`src/rtl/sram_pkg.sv`:
```
`default_nettype none
// +--------------------------------------------------------------------------+
// | Module   : sram_pkg                                                      |
// | Purpose  : Shared defaults and the address-width helper for the          |
// |            single-port asynchronous-read SRAM.                           |
// | Contents : SRAM_W_DEF  - default word width (8)                          |
// |            SRAM_D_DEF  - default depth in words (16)                     |
// |            sram_aw(d)  - address width for d words, never below 1        |
// | Revision : 1.0 - initial release                                         |
// +--------------------------------------------------------------------------+
package sram_pkg;

  localparam int SRAM_W_DEF = 8;
  localparam int SRAM_D_DEF = 16;

  // $clog2(1) would be 0, which would make a zero-width address bus.
  function automatic int sram_aw(input int d);
    int aw;
    aw = $clog2(d);
    return (aw < 1) ? 1 : aw;
  endfunction

endpackage : sram_pkg
`default_nettype wire

```
`src/rtl/sram_mem_array.sv`:
```
`default_nettype none
// +--------------------------------------------------------------------------+
// | Module   : sram_mem_array                                                |
// | Purpose  : Storage array with synchronous reset-clear and one            |
// |            synchronous write port. The whole array is exposed so the     |
// |            parent can build a combinational read mux.                    |
// | Ports    : clk        in  1      rising-edge clock                       |
// |            rst        in  1      synchronous active-high clear           |
// |            i_wr_en    in  1      write strobe (already range-qualified)  |
// |            i_wr_addr  in  AW     write address                           |
// |            i_wr_data  in  W      write data                              |
// |            o_mem      out D x W  current array contents                  |
// | Revision : 1.0 - initial release                                         |
// +--------------------------------------------------------------------------+
module sram_mem_array
  import sram_pkg::*;
#(
  parameter int W  = SRAM_W_DEF,
  parameter int D  = SRAM_D_DEF,
  parameter int AW = sram_aw(D)
) (
  input  logic                  clk,
  input  logic                  rst,
  input  logic                  i_wr_en,
  input  logic [AW-1:0]         i_wr_addr,
  input  logic [W-1:0]          i_wr_data,
  output logic [D-1:0][W-1:0]   o_mem
);

  logic [D-1:0][W-1:0] r_mem;

  // Reset has priority: a write presented on a reset edge is dropped.
  always_ff @(posedge clk) begin
    if (rst) begin
      r_mem <= '0;
    end else if (i_wr_en) begin
      r_mem[i_wr_addr] <= i_wr_data;
    end
  end

  assign o_mem = r_mem;

endmodule : sram_mem_array
`default_nettype wire

```
`src/rtl/single_port_async_read_sram.sv`:
```
`default_nettype none
// +--------------------------------------------------------------------------+
// | Module   : single_port_async_read_sram                                   |
// | Purpose  : Single-port SRAM, synchronous write, combinational read on a  |
// |            shared address bus. Out-of-range addresses read 0 and never   |
// |            write.                                                        |
// | Ports    : clk       in  1   rising-edge clock                           |
// |            rst       in  1   synchronous active-high clear of all words  |
// |            ad        in  AW  shared read/write address                   |
// |            data_in   in  W   write data                                  |
// |            w_en      in  1   write enable                                |
// |            data_out  out W   mem[ad], combinational                      |
// | Config   : SRAM_WR_BYPASS_EN - when defined, an in-range write forwards  |
// |            data_in to data_out before the edge (write-first). Undefined: |
// |            data_out always shows the stored word (read-old-data).        |
// | Revision : 1.0 - initial release                                         |
// +--------------------------------------------------------------------------+
module single_port_async_read_sram
  import sram_pkg::*;
#(
  parameter  int W  = SRAM_W_DEF,
  parameter  int D  = SRAM_D_DEF,
  localparam int AW = sram_aw(D)
) (
  input  logic          clk,
  input  logic          rst,
  input  logic [AW-1:0] ad,
  input  logic [W-1:0]  data_in,
  input  logic          w_en,
  output logic [W-1:0]  data_out
);

  // One extra bit so the depth itself is representable for the compare.
  localparam logic [AW:0] c_DEPTH = (AW+1)'(D);

  logic                w_in_range;
  logic                w_wr_en;
  logic [D-1:0][W-1:0] w_mem;
  logic [W-1:0]        w_rd_data;

  assign w_in_range = ({1'b0, ad} < c_DEPTH);
  assign w_wr_en    = w_en & w_in_range;

  sram_mem_array #(
    .W  (W),
    .D  (D),
    .AW (AW)
  ) u_mem (
    .clk       (clk),
    .rst       (rst),
    .i_wr_en   (w_wr_en),
    .i_wr_addr (ad),
    .i_wr_data (data_in),
    .o_mem     (w_mem)
  );

  always_comb begin
    w_rd_data = '0;
    if (w_in_range) begin
      w_rd_data = w_mem[ad];
    end
  end

`ifdef SRAM_WR_BYPASS_EN
  // Forwarding ignores rst on purpose: the forwarded word is shown but a
  // simultaneous reset still prevents it from being stored.
  assign data_out = w_wr_en ? data_in : w_rd_data;
`else
  assign data_out = w_rd_data;
`endif

endmodule : single_port_async_read_sram
`default_nettype wire

```
`config.mk`:
```
export PLATFORM = sky130hd
export DESIGN_NAME = single_port_async_read_sram
export DESIGN_NICKNAME = d
export VERILOG_FILES = /design/src/rtl/sram_pkg.sv /design/src/rtl/sram_mem_array.sv /design/src/rtl/single_port_async_read_sram.sv
export SDC_FILE = /design/constraint.sdc
export NUM_CORES = 1
export LEC_CHECK = 0
export BUFFER_PORTS_ARGS = -buffer_cell sky130_fd_sc_hd__buf_2
export CORE_ASPECT_RATIO = 1.4
export CORE_MARGIN = 8
export CORE_UTILIZATION = 45
export DETAILED_ROUTE_END_ITERATION = 10
export SETUP_SLACK_MARGIN = 0.15
export SLEW_MARGIN = 20
export SYNTH_ARGS = -nofsm -noshare
export SYNTH_HDL_FRONTEND = slang
export SYNTH_SLANG_ARGS = --single-unit
export TNS_END_PERCENT = 30
```
`constraint.sdc`:
```
create_clock -name clk -period 2 [get_ports clk]
set_input_delay 0.4 -clock clk [delete_from_list [all_inputs] [get_ports clk]]
set_output_delay 0.4 -clock clk [all_outputs]
set_load 0.1 [all_outputs]
```
* Word-level counts from Yosys, hierarchy flattened
Cells that the tools add are included.
** Word-level totals
- Flip-flop bits (word level) :: 128
- Output and inout bits :: 8
- Word-level logic and storage cells :: 24
** Cells by class
- Reductions and logical operators :: 1
- $lt $le $gt $ge :: 2
- Mux-type cells :: 5
** Operators with widths (number)
- $bwmux W128 :: 1
- $bmux W8 S4 :: 1
- $demux W8 S4 :: 1
- $mux W8 :: 2
- $lt A4 B5 Y1 const B :: 1
- $ge A4 B1 Y1 const B :: 1
- $logic_and A1 B1 Y1 :: 1

* Logic depth before layout (Yosys ltp)
- Depth after elaboration :: 5
- Mapped depth :: 6
- Depth with buffers taken out :: 3

* By module
A second synthesis with hierarchy kept.
** Second synthesis, totals
- Cells, all modules :: 527
- Area total of the unflattened synthesis :: 6209.7 µm²
** Modules (own cells, without submodules)
- sram_mem_array :: cells an instance 457, area each 5176.2 µm², instances 1
- single_port_async_read_sram :: cells an instance 70, area each 1033.5 µm², instances 1

* Worst setup path before layout
OpenSTA, ideal clock, no wires.
- Kind :: input-to-output
- From :: in ad[1]
- To :: out data_out[4]
- Buffers on the path :: 3
- Data arrival time :: 1.966 ns
- Cell stages on the path :: 6
- Data required time :: 1.600 ns
- Setup slack :: -0.366 ns
- Cell sequence :: buf_2 -> buf_4 -> buf_2 -> mux4_2 -> a22oi_1 -> nand2_1
** Between the ends
- Cells in the longest elaborated chain, start to end :: 2
** RTL lines
- from (decl) :: RTL line single_port_async_read_sram.sv:27 : input logic [AW-1:0] ad,
- $bmux W8 S4 :: RTL line single_port_async_read_sram.sv:60 : w_rd_data = w_mem[ad];
- $mux W8 (implied by the code) :: RTL line single_port_async_read_sram.sv:60
- to (decl) :: RTL line single_port_async_read_sram.sv:30 : output logic [W-1:0] data_out
No other way between the ends. The select of a mux whose other input is x is not followed.

* Final worst setup path
- From :: reg u_mem.r_mem, in the netlist u_mem.o_mem[72]
- To :: out data_out[0]
** Between the ends
- Cells in the longest elaborated chain, start to end :: 2
** RTL lines
- from (decl) :: RTL line sram_mem_array.sv:30 : logic [D-1:0][W-1:0] r_mem;
- from (signal, indexed assignment) :: RTL line sram_mem_array.sv:37 : r_mem[i_wr_addr] <= i_wr_data;
- $bmux W8 S4 :: RTL line single_port_async_read_sram.sv:60
- $mux W8 (implied by the code) :: RTL line single_port_async_read_sram.sv:60
No other way between the ends. The select of a mux whose other input is x is not followed.

==> flow_summary_export.csv <==
group,metric,value,unit
setup_path,worstReg2RegStart,"u_mem.o_mem[59]",
setup_path,worstPathArrival,1770,ps
route,wl_met3,1.37,mm
route,route.vias.total,5648,
floorplan,die_x,114,um
place,gp_congestion,0.854,
synthesis,synthArstFlopShare,0,%
synthesis,synth_top_area_share,42.3,%
cts,ctsRootBufferMaster,"clkbuf_16",
grt,grt_max_degree,129,
cts,cts.sinks,128,
grt,first_global_vias,5639,
cts,cts-htree-levels,4,
cts,clk_pin_slew_worst_paths,50,ps
timing,period_needed,2170,ps
route,m1WireLength,7.92,mm
floorplan,dieHeight,153,um
place,post_dp_cell_area,6670,um2
route,highest_layer,"met4",
cts,cts_buffers,17,
place,place_ws,-389,ps
route,wl_met2,10.2,mm
route,drc,0,
final_layout,fillCellCount,1203,
final_layout,fin_area,7370,um2
synthesis,synth_commonest_cells,"130 x nand3_1, 128 x a21oi_1, 128 x dfxtp_1",
final_layout,multiInputGateArea,3180,um2
route,post_drt_via_cell_ratio,6.39,
synthesis,synth.most_common_cell,"nand3_1",
pwr,peakVddDrop,0.543,mV
timing,finalSetupTns,-1040,ps
place,port_buffers,22,
setup_path,cpPeakStageDelay,460,ps
timing,rsz0062_at_grt,"true",
final_layout,largest_register_ff_count,128,
synthesis,ys.flop_type,"dfxtp_1",
final_layout,syn2layout_area_growth,21.5,%
timing,setup_violations,8,
flow_run,cap_violations,0,
grt,grt_use_total,23.5,%
synthesis,synth_edf_count,0,
cts,clkLatencyLatePin,420,ps
final_layout,num_antenna_cells,0,
timing,tightest_slew,660,ps
cts,cts_hold_repair.buffers,0,
setup_path,endpoint_kind,"primary output",
floorplan,core_area,13300,um2
setup_path,cp.buffers_inverters,1,
setup_path,worstSetupStartpointType,"flop",
run_status,violations,"setup timing",
setup_path,crit_chain,"mux4_2, a22oi_2, nand2_4, buf_12",
synthesis,synth_seq_cells,128,
min_path,hp-start,"data_in[2]",
final_layout,drive_gt1_share,22.9,%
setup_path,path_class,"flop to primary output",
route,ant_nets,0,
timing,whs,393,ps
floorplan,row_count,50,
synthesis,avgSynthCellArea,8.79,um2
floorplan,start_util,45.7,%
timing,fin_crit_sh,108,%
timing,drv_slew,0,
pwr,finalPower,6110,uW
setup_path,cp_top_family,"multiplexers",
synthesis,syn_area,6060,um2
synthesis,ys_types,28,
timing,skew,0,ps
setup_path,worst_path_max_delay_cell,"mux4_2",
route,firstDrtPassIters,5,
setup_path,critical_path_depth,4,
route,detail_route.wirelength,20.2,mm
min_path,hold_class,"input port to flop",
timing,fmax,461,MHz
grt,grt_pass1_wl,31.5,mm
synthesis,synth_fp_nets,705,
place,hpwl,12.4,mm
timing,setup_slack,-169,ps
synthesis,yosys_warnings,0,
pwr,p_per_area,829,nW/um2
synthesis,synth_area_leaders,"dfxtp_1 42%, nand3_1 11%, a21oi_1 11%, o21ai_0 10%, mux4_1 6.5%",
final_layout,final_nets,706,
setup_path,ff2ff_path_depth,2,
min_path,min_delay_path_depth,3,
setup_path,worstPathMaxFanout,2,
synthesis,ys_seq_area_share,42.3,%
route,wire_per_inst,22.9,um
floorplan,io_pins,23,
setup_path,cp.required,1600,ps
grt,grt_overflow_total,0,
pwr,power.leakage,0.00245,uW
cts,cts_max_path_buffers,2,
timing,max-slew-margin-rel,56.0,%
synthesis,synth_cells,690,
cts,cts_tree,"yes",
timing,hold_violations,0,
setup_path,startpoint,"u_mem.o_mem[72]",
final_layout,seqCellArea,2570,um2
route,drt_iter0_drc,560,
grt,antenna_found_initial,0,
synthesis,yosys.area.top_type,"dfxtp_1",
floorplan,dieArea,17500,um2
run_status,status,"finished with violations",
power breakdown:
group / switching, uW / internal, uW
clock network: 1080 / 1790
logic: 414 / 216
registers: 17.3 / 2580
total: 1520 / 4590
cell usage in the layout (no fill, tap or decap), types with 2 or more instances in the layout:
cell type,netlist,final
and2_1,2,2
nand3b_1,4,4
o21ai_0,124,124
a22oi_2,0,16
nand2_4,0,8
and3_1,2,2
buf_12,1,22
buf_2,22,12
clkbuf_16,0,17
mux4_1,15,7
and3b_1,4,4
o21ai_1,4,4
a21oi_1,128,128
or3b_4,2,2
nor3b_4,2,2
nand3_1,130,130
nor2b_1,3,2
clkbuf_8,0,3
clkbuf_1,60,5
dfxtp_1,128,124
clkinv_2,0,2
mux4_2,17,25
buf_8,0,2
buf_4,6,39
dfxtp_2,0,4
per-stage QoR:
stage / utilization (%) / cells
finish: 55.6 / 884
global route: 55.6 / 884
CTS: 55.3 / 884
detailed placement: 50.3 / 852
global placement: 50.3 / 852
floorplan: - / 690
cell type report:
class / count / share of cell area, %
clock buffers: 25 / 6.59
clock inverters: 5 / 0.764
multi-input cells: 468 / 43.2
flip-flops and latches: 128 / 34.8
well taps: 182 / 3.09
repair buffers: 76 / 11.5
routing by layer:
layer / vias up / GRT usage [%]
li1: 2538 / -
met1: 2785 / 27.1
met5: - / 0
met2: 272 / 40.1
met4: 0 / 12.2
met3: 53 / 4.42
timing repair:
item                                    4_1_cts  5_1_grt
setup buffers                                 1        0
pin swaps                                     7        7
cloned                                        1        0
endpoints found under the setup margin        8        8
resized for setup                            31       10
worst register-to-register path, delay by kind of cell, from the launching register on:
family,cells,cell delay (ps)
flops,1,390
compound gates,2,260
logic make-up (layout without fill, tap and decap cells):
group                  after synthesis  after routing  synth area share [%]
AO/OA/AOI/OAI                      272            272                  23.1
buffers and inverters               94            106                  7.18
AND/OR/NAND/NOR                    164            164                  14.6
multiplexers                        32             32                  12.8
flip-flops                         128            128                  42.3
path summary, 6_finish.rpt:
kind | end | slack [ps]
min reg2reg | u_mem.o_mem[47] | 470
min | u_mem.o_mem[106] | 390
max | data_out[0] | -170
max reg2reg | u_mem.o_mem[59] | 1280
No activity file was read; power rests on OpenSTA's default activity.
